File: src/rtl/fft_frame_ctrl_if.sv
// Stream, datapath and result-stream signals of the FFT frame controller.
// The controller connects through the slave modport; the environment (sample source,
// datapath, result sink) uses the master modport.
interface fft_frame_ctrl_if #(
  parameter int unsigned W = 8,
  parameter int unsigned N = 8
);
  // Serial sample input
  logic             s_valid;
  logic [W-1:0]     s_data;
  logic             s_ready;
  logic             mode;
  // Parallel datapath frame
  logic             dp_start;
  logic [N*W-1:0]   dp_data;
  logic             dp_ind;
  logic [N*W-1:0]   dp_result;
  // Serial result output
  logic             m_valid;
  logic [W-1:0]     m_data;
  logic             m_ready;
  logic             m_last;

  modport slave (
    input  s_valid, s_data, mode, dp_result, m_ready,
    output s_ready, dp_start, dp_data, dp_ind, m_valid, m_data, m_last
  );

  modport master (
    output s_valid, s_data, mode, dp_result, m_ready,
    input  s_ready, dp_start, dp_data, dp_ind, m_valid, m_data, m_last
  );
endinterface

File: src/rtl/fft_frame_ctrl.sv
// Frame sequencer for the 8-lane FFT/filter datapath: collects N serial samples,
// issues them in parallel, waits the datapath latency, captures and streams the result.
module fft_frame_ctrl #(
  parameter int unsigned W   = 8,
  parameter int unsigned N   = 8,
  parameter int unsigned LAT = 3
) (
  input  logic                 clk,
  input  logic                 rst,
  fft_frame_ctrl_if.slave      bus,
  output logic                 busy,
  output logic [7:0]           frame_cnt
);

  localparam int unsigned CntW  = (N > 1) ? $clog2(N) : 1;
  // wait_cnt only needs to reach LAT-1, the cycle whose closing edge captures the result
  localparam int unsigned WaitW = (LAT > 1) ? $clog2(LAT) : 1;

  localparam logic [CntW-1:0]  LastLane = CntW'(N - 1);
  localparam logic [WaitW-1:0] LastWait = WaitW'(LAT - 1);

  typedef enum logic [1:0] {
    StFill,
    StIssue,
    StWait,
    StDrain
  } state_e;

  state_e             state_q, state_d;
  logic [CntW-1:0]    fill_cnt_q, fill_cnt_d;
  logic [CntW-1:0]    drain_cnt_q, drain_cnt_d;
  logic [WaitW-1:0]   wait_cnt_q, wait_cnt_d;
  logic [N*W-1:0]     sample_buf_q, sample_buf_d;
  logic [N*W-1:0]     res_buf_q, res_buf_d;
  logic [N*W-1:0]     dp_data_q, dp_data_d;
  logic               dp_ind_q, dp_ind_d;
  logic               frame_mode_q, frame_mode_d;
  logic [7:0]         frame_cnt_q, frame_cnt_d;
  logic [W-1:0]       m_data_c;

  // State and datapath registers; reset discards any partial or in-flight frame
  always_ff @(posedge clk) begin
    if (rst) begin
      state_q      <= StFill;
      fill_cnt_q   <= '0;
      drain_cnt_q  <= '0;
      wait_cnt_q   <= '0;
      sample_buf_q <= '0;
      res_buf_q    <= '0;
      dp_data_q    <= '0;
      dp_ind_q     <= 1'b0;
      frame_mode_q <= 1'b0;
      frame_cnt_q  <= '0;
    end else begin
      state_q      <= state_d;
      fill_cnt_q   <= fill_cnt_d;
      drain_cnt_q  <= drain_cnt_d;
      wait_cnt_q   <= wait_cnt_d;
      sample_buf_q <= sample_buf_d;
      res_buf_q    <= res_buf_d;
      dp_data_q    <= dp_data_d;
      dp_ind_q     <= dp_ind_d;
      frame_mode_q <= frame_mode_d;
      frame_cnt_q  <= frame_cnt_d;
    end
  end

  // Next-state: fill buffer, issue frame, count latency, drain result
  always_comb begin
    state_d      = state_q;
    fill_cnt_d   = fill_cnt_q;
    drain_cnt_d  = drain_cnt_q;
    wait_cnt_d   = wait_cnt_q;
    sample_buf_d = sample_buf_q;
    res_buf_d    = res_buf_q;
    dp_data_d    = dp_data_q;
    dp_ind_d     = dp_ind_q;
    frame_mode_d = frame_mode_q;
    frame_cnt_d  = frame_cnt_q;

    unique case (state_q)
      StFill: begin
        if (bus.s_valid) begin
          for (int k = 0; k < int'(N); k++) begin
            if (fill_cnt_q == CntW'(k)) sample_buf_d[k*W +: W] = bus.s_data;
          end
          if (fill_cnt_q == '0) frame_mode_d = bus.mode;
          if (fill_cnt_q == LastLane) begin
            // dp_data/dp_ind change only here so they stay stable until the next issue
            dp_data_d  = sample_buf_d;
            dp_ind_d   = (fill_cnt_q == '0) ? bus.mode : frame_mode_q;
            fill_cnt_d = '0;
            state_d    = StIssue;
          end else begin
            fill_cnt_d = fill_cnt_q + CntW'(1);
          end
        end
      end
      StIssue: begin
        wait_cnt_d = '0;
        state_d    = StWait;
      end
      StWait: begin
        if (wait_cnt_q == LastWait) begin
          res_buf_d = bus.dp_result;
          state_d   = StDrain;
        end else begin
          wait_cnt_d = wait_cnt_q + WaitW'(1);
        end
      end
      StDrain: begin
        if (bus.m_ready) begin
          if (drain_cnt_q == LastLane) begin
            drain_cnt_d = '0;
            frame_cnt_d = frame_cnt_q + 8'd1;
            state_d     = StFill;
          end else begin
            drain_cnt_d = drain_cnt_q + CntW'(1);
          end
        end
      end
      default: state_d = StFill;
    endcase
  end

  // Output lane mux; m_data is forced to zero outside DRAIN
  always_comb begin
    m_data_c = '0;
    for (int k = 0; k < int'(N); k++) begin
      if (state_q == StDrain && drain_cnt_q == CntW'(k)) m_data_c = res_buf_q[k*W +: W];
    end
  end

  assign bus.s_ready  = (state_q == StFill);
  assign bus.dp_start = (state_q == StIssue);
  assign bus.dp_data  = dp_data_q;
  assign bus.dp_ind   = dp_ind_q;
  assign bus.m_valid  = (state_q == StDrain);
  assign bus.m_data   = m_data_c;
  assign bus.m_last   = (state_q == StDrain) && (drain_cnt_q == LastLane);
  assign busy         = (state_q != StFill);
  assign frame_cnt    = frame_cnt_q;

endmodule
File: src/flat_wrapper.sv
// flat-port wrapper written by rule: the top's interface ports become plain ports
module fft_frame_ctrl_flat 
#(
  parameter int unsigned W   = 8,
  parameter int unsigned N   = 8,
  parameter int unsigned LAT = 3
)
  (clk, rst, busy, frame_cnt, bus_s_valid, bus_s_data, bus_mode, bus_dp_result, bus_m_ready, bus_s_ready, bus_dp_start, bus_dp_data, bus_dp_ind, bus_m_valid, bus_m_data, bus_m_last);
  fft_frame_ctrl_if #(.W(W), .N(N)) bus_i ();
  input  logic clk;
  input  logic rst;
  output logic busy;
  output logic [7:0] frame_cnt;
  input wire logic [$bits(bus_i.s_valid)-1:0] bus_s_valid;
  input wire logic [$bits(bus_i.s_data)-1:0] bus_s_data;
  input wire logic [$bits(bus_i.mode)-1:0] bus_mode;
  input wire logic [$bits(bus_i.dp_result)-1:0] bus_dp_result;
  input wire logic [$bits(bus_i.m_ready)-1:0] bus_m_ready;
  output wire logic [$bits(bus_i.s_ready)-1:0] bus_s_ready;
  output wire logic [$bits(bus_i.dp_start)-1:0] bus_dp_start;
  output wire logic [$bits(bus_i.dp_data)-1:0] bus_dp_data;
  output wire logic [$bits(bus_i.dp_ind)-1:0] bus_dp_ind;
  output wire logic [$bits(bus_i.m_valid)-1:0] bus_m_valid;
  output wire logic [$bits(bus_i.m_data)-1:0] bus_m_data;
  output wire logic [$bits(bus_i.m_last)-1:0] bus_m_last;
  assign bus_i.s_valid = bus_s_valid;
  assign bus_i.s_data = bus_s_data;
  assign bus_i.mode = bus_mode;
  assign bus_i.dp_result = bus_dp_result;
  assign bus_i.m_ready = bus_m_ready;
  assign bus_s_ready = bus_i.s_ready;
  assign bus_dp_start = bus_i.dp_start;
  assign bus_dp_data = bus_i.dp_data;
  assign bus_dp_ind = bus_i.dp_ind;
  assign bus_m_valid = bus_i.m_valid;
  assign bus_m_data = bus_i.m_data;
  assign bus_m_last = bus_i.m_last;
  fft_frame_ctrl #(.W(W), .N(N), .LAT(LAT)) u_core (.clk(clk), .rst(rst), .bus(bus_i), .busy(busy), .frame_cnt(frame_cnt));
endmodule
File: config.mk
export PLATFORM = sky130hd
export DESIGN_NAME = fft_frame_ctrl_flat
export DESIGN_NICKNAME = d
export VERILOG_FILES = /design/src/rtl/fft_frame_ctrl_if.sv /design/src/rtl/fft_frame_ctrl.sv /design/src/flat_wrapper.sv
export SDC_FILE = /design/constraint.sdc
export NUM_CORES = 1
export LEC_CHECK = 0
export ABC_AREA = 1
export BUFFER_PORTS_ARGS = -buffer_cell sky130_fd_sc_hd__buf_2
export CORE_AREA = 2 2 124 126
export DETAILED_ROUTE_END_ITERATION = 7
export DIE_AREA = 0 0 126 128
export PLACE_DENSITY_LB_ADDON = 0.05
export SLEW_MARGIN = 10
export SYNTH_ARGS = -nofsm -noshare
export SYNTH_HDL_FRONTEND = slang
export SYNTH_SLANG_ARGS = --single-unit
File: constraint.sdc
create_clock -name clk -period 2.9 [get_ports clk]
set_input_delay 0.29 -clock clk [delete_from_list [all_inputs] [get_ports clk]]
set_output_delay 0.29 -clock clk [all_outputs]
set_load 0.01 [all_outputs]
Yosys cells after proc, flatten, opt, wreduce, memory -nomap -nowiden

Index checks and enable logic that the tools add are counted.

Bits of input ports: 77
Output and inout bits: 86
Word-level logic and storage cells: 85
Register bits: 212

Equal/unequal tests: 24
Mux-type cells: 27
Add/subtract/negate cells: 4
Reductions and logical operators: 20

Operator list:

| operator                                      | count |
|---|---|
| 2-to-1 mux 8 bit                              | 16 |
| == test 3 bit, second input constant          | 8 |
| == test 3 x 2 -> 1 bit, second input constant | 4 |
| 2-to-1 mux 2 bit                              | 6 |
| adder 8 x 1 -> 8 bit, second input constant   | 1 |
| logical AND 1 bit                             | 8 |
| one-hot mux 2 bit (4 select lines)            | 1 |
| AND reduction 2 bit                           | 4 |
| adder 3 x 1 -> 3 bit, second input constant   | 2 |
| == test 2 bit, second input constant          | 3 |
| == test 3 x 1 -> 1 bit, second input constant | 2 |
| zero test 3 bit                               | 2 |
| 2-to-1 mux 3 bit                              | 2 |
| != test 2 x 1 -> 1 bit, second input constant | 3 |
| != test 2 bit, second input constant          | 3 |
| AND reduction 3 bit                           | 2 |
| AND reduction 5 bit                           | 1 |
| one-hot mux 2 bit (2 select lines)            | 1 |
| nonzero test 2 bit                            | 2 |
| adder 2 x 1 -> 2 bit, second input constant   | 1 |
| == test 2 x 1 -> 1 bit, second input constant | 1 |
| zero test 2 bit                               | 1 |
| 2-to-1 mux 1 bit                              | 1 |

Depth between registers and ports, before layout

Depth after elaboration: 10
Depth in mapped cells: 14
Mapped depth without buffers: 14

Least setup slack after synthesis

Ideal clock, no wire load.

Path type: reg-to-output
Start: register u_core.state_q[0]
End: output bus_m_data[6]
Cell stages (with the launch flop): 10
Arrival: 1.608 ns
Setup slack: 1.002 ns
Required time: 2.610 ns
Buffers on the path: 3
Cell sequence: dfxtp_1 ha_1 buf_4 buf_4 nand2_1 clkinv_1 clkbuf_1 nor2_1 nand2_1 nand2_1

Elaborated cells between the ends (all ways): 17
Those cells by class: eq/ne: 1; mux: 8; reduce/logical: 8

RTL lines:

| what                     | line                  | source |
|---|---|---|
| start: declaration       | fft_frame_ctrl.sv:29  | `state_e state_q, state_d;` |
| start signal: assignment | fft_frame_ctrl.sv:44  | `state_q <= StFill;` |
| start signal: assignment | fft_frame_ctrl.sv:55  | `state_q <= state_d;` |
| == test 2 bit            | -                     |  |
| via bus_m_valid          | flat_wrapper.sv:23    | `output wire logic [$bits(bus_i.m_valid)-1:0] bus_m_valid;` |
| logical AND 1 bit        | fft_frame_ctrl.sv:130 | `if (state_q == StDrain && drain_cnt_q == CntW'(k)) m_data_c = res_buf_q[k*W +: W];` |
| via bus_m_last           | flat_wrapper.sv:25    | `output wire logic [$bits(bus_i.m_last)-1:0] bus_m_last;` |
| 2-to-1 mux 8 bit         | fft_frame_ctrl.sv:130 |  |
| end: declaration         | flat_wrapper.sv:24    | `output wire logic [$bits(bus_i.m_data)-1:0] bus_m_data;` |

The timed path passes the listed nets, and every way through them passes these cells.

Final worst setup path

Start: register u_core.state_q[0]
End: output bus_m_data[6]

Cells in the longest elaborated chain, start to end: 10
Elaborated cells between the ends (all ways): 17
Those cells by class: eq/ne: 1; mux: 8; reduce/logical: 8

RTL lines:

| what                          | line |
|---|---|
| == test 2 bit (*)             | fft_frame_ctrl.sv:130 |
| logical AND 1 bit             | fft_frame_ctrl.sv:130 |
| 2-to-1 mux 8 bit (7 in a row) | fft_frame_ctrl.sv:130 |
| 2-to-1 mux 8 bit (*)          | fft_frame_ctrl.sv:130 |

Mark *: on every way between the ends. The rest lies on a longest branch, timed or not.

==> results.tsv <==
stage	metric	value	unit
floorplan	Die H	128	um
synth	register area share after synthesis	46.51	%
floorplan	Top-Level Pins	163	
synth	Synth warnings	0	
pwr	cell leakage power	5.082	nW
place	GP Congestion	0.8471	
global_route	initial antenna violation count	1	
synth	largest area contributor in the netlist	dfxtp_1	
critical_path	Setup crit start kind	flop	
critical_path	critical path type	flop to output port	
timing	RSZ-0062 raised after global routing	false	
critical_path	largest fanout on the critical path	17	
critical_path	WP data arrival	2370	ps
synth	syn_nets	1305	
detailed_routing	drt total wl	22130	um
cts	CTS max path bufs	3	
cells_and_area	Non-Filler Instances	1535	
cells_and_area	Core Util, Final	70.22	%
global_route	GRT Util Overall	26.69	%
synth	synthesized area per cell	7.257	um^2
synth	count leader, synth	nor2_1	
cts	CTS sink count	204	
timing	Slew Limit Fails	0	
critical_path	crit end category	output port	
cells_and_area	fin area	0.01044	mm^2
timing	Hold Fails Final Rpt	0	
detailed_routing	via-per-instance ratio	5.222	
place	Post-DP Area	0.009632	mm^2
timing	Setup Viol. Count Final	0	
place	port bufs	162	
cts	CTS tree	yes	
cts	number of buffers created by CTS	22	
cts	count of hold-fix buffers inserted at cts	0	
critical_path	Worst EP required	2610	ps
detailed_routing	total number of vias	8016	
timing	Layout Skew	20.75	ps
detailed_routing	Initial DRT Pass Iterations	5	
cells_and_area	Nets	1425	
place	Cells after DPL	1494	
synth	register bit count reported by yosys	204	
synth	Synth top cells by count	nor2_1, dfxtp_1, o21ai_0	
cts	H-tree depth	1	
timing	setup tns final	0	ps
run_status	outcome	complete, no violations	
cells_and_area	share of post-route cells with drive strength above 1	17.24	%
flow_run	total of max-cap violations	0	
timing	min cycle time layout	2662	ps
floorplan	Initial Utilization	59.07	%
floorplan	die width	126	um
synth	Area contributors post-synth	dfxtp_1, o21ai_0, nor2_1, nand2_1, a21oi_1	
timing	fmax	375.6	MHz
synth	cells after synthesis	1210	
cts	worst skew pair latency	510	ps
detailed_routing	DRC Markers	0	
pwr	Pwr Total	0.007763	W
cts	Root Driver	clkbuf_16	
pwr	Max VDD drop	0.5340	mV
global_route	GRT overflow	0	
synth	top_reg_cell synth	dfxtp_1	
floorplan	Die ar.	0.01613	mm^2
pwr	Pwr Density	743.8	mW/mm^2
cells_and_area	Fill cells	1318	
cells_and_area	Synth-to-Final Area Change	18.87	%
timing	headroom to the max-slew limit	39.88	%
worst_hold_path	min-delay worst type	input port to flop	
detailed_routing	post-route ant nets	0	
floorplan	core region area	0.01486	mm^2
synth	number of synthesized flops with an enable pin	0	
synth	Mapped Area	0.008781	mm^2
synth	Unique masters post-synth	27	
timing	Tightest Pin Transition	896.3	ps
place	dpl hpwl	14560	um
cts	clk slew on worst S/H paths	60	ps
detailed_routing	drt wl/cell	14.42	um
timing	Tcrit/Tclk final	91.80	%
global_route	first-pass GRT wire length	35570	um
synth	Synth top area share	46.51	%
floorplan	# rows	45	
synth	FFs w/ async S/R, synth	0	%
global_route	maximum number of pins on one net before global-route repair	89	
detailed_routing	DRT iter0 DRCs	489	
global_route	vias in the first global route	7015	
==> per-layer routing <==
metal,GRT usage [%],routed length [um],up-vias
met5,0,0,-
met4,8.274,703,0
met3,3.756,891,46
met2,46.46,10660,176
met1,34.53,9873,3632
li1,-,-,4162
==> repair_timing <==
item                                   CTS  global route
resized for setup                        2             6
endpoints found under the hold margin    0             0
setup endpoints to repair                8             8
cloned                                   0             0
buffers inserted                         0             0
==> area by class of cell <==
class / count / area (um^2) / share of cell area (%)
flip-flops and latches: 204 / 4085 / 39.14
well taps: 188 / 235.2 / 2.254
clock inverters: 14 / 161.4 / 1.546
clock buffers: 26 / 605.6 / 5.802
inverters: 125 / 471.7 / 4.519
diodes: 1 / 2.502 / 0.02398
repair buffers: 172 / 923.4 / 8.847
multi-input cells: 805 / 3953 / 37.87
==> critical path: stages, from the launching register on <==
cell	delay [ps]
dfxtp_1	400
ha_4	300
nand2_2	210
nor2_4	230
nand2_1	70
nand2_1	70
nand2_1	40
nand2_1	70
nand2_1	60
nand2_1	50
nand2_1	70
nand2_1	60
nand2_1	70
nand2_1	60
buf_2	120
==> cells by family (layout without fill, tap and decap cells) <==
logic type | count (synthesis) | count (layout) | synth area share (%)
compound gates | 368 | 368 | 23.00
fa+ha+maj | 18 | 18 | 2.565
buf+inv | 201 | 337 | 8.906
flops | 204 | 204 | 46.51
other cells | 0 | 1 | 0
simple gates | 419 | 419 | 19.02
==> through the flow <==
stage | worst slack, ps | hold WS [ps]
floorplan | 1002 | 423.9
global placement | 381.7 | 429.4
detailed placement | 315.7 | 432.9
CTS | 62.02 | 36.42
global route | 29.19 | 49.90
finish | 237.8 | 44.55
==> state kept, by name, summed over array words and instances (netlist names) <==
signal,flops
u_core.wait_cnt_q,2
u_core.state_q,2
u_core.sample_buf_q,56
u_core.res_buf_q,64
u_core.bus.dp_ind,1
u_core.frame_mode_q,1
u_core.fill_cnt_q,3
u_core.frame_cnt,8
u_core.drain_cnt_q,3
u_core.bus.dp_data,64
==> path summary, 6_finish.rpt <==
kind / start / to / slack (ps) / depth (start not counted)
setup / recovery: u_core.state_q[0] / bus_m_data[6] / 240 / 14
hold / removal: bus_dp_result[18] / u_core.res_buf_q[18] / 40 / 3
setup reg to reg: u_core.state_q[0] / u_core.res_buf_q[58] / 610 / 7
hold reg to reg: u_core.bus.dp_data[63] / u_core.bus.dp_data[63] / 440 / 2
==> cells in the final DEF, fill, tap and decap left out, types with 2 or more instances in the layout <==
cell / count
buf_2: 162
nand3_1: 31
clkinvlp_4: 2
inv_1: 117
clkbuf_8: 4
ha_1: 17
buf_12: 3
a211oi_1: 4
nor2_1: 239
inv_2: 5
nand2_1: 136
o21ai_1: 3
dfxtp_1: 203
nor3_4: 2
clkinv_1: 2
clkinv_2: 8
nor2_4: 3
a21oi_1: 99
o211ai_1: 24
o21ai_0: 195
buf_4: 7
nand2_2: 3
bufinv_16: 3
clkbuf_16: 22
o21a_1: 41
==> power breakdown <==
group / internal (W) / total (W) / leakage [nW] / switching, W
Combinational: 0.000536 / 0.00160 / 3.04 / 0.00106
Clock: 0.00176 / 0.00291 / 0.381 / 0.00114
Sequential: 0.00310 / 0.00326 / 1.66 / 0.000160
Total: 0.00540 / 0.00776 / 5.08 / 0.00236
Note: power is estimated with default switching activity, not from simulation.
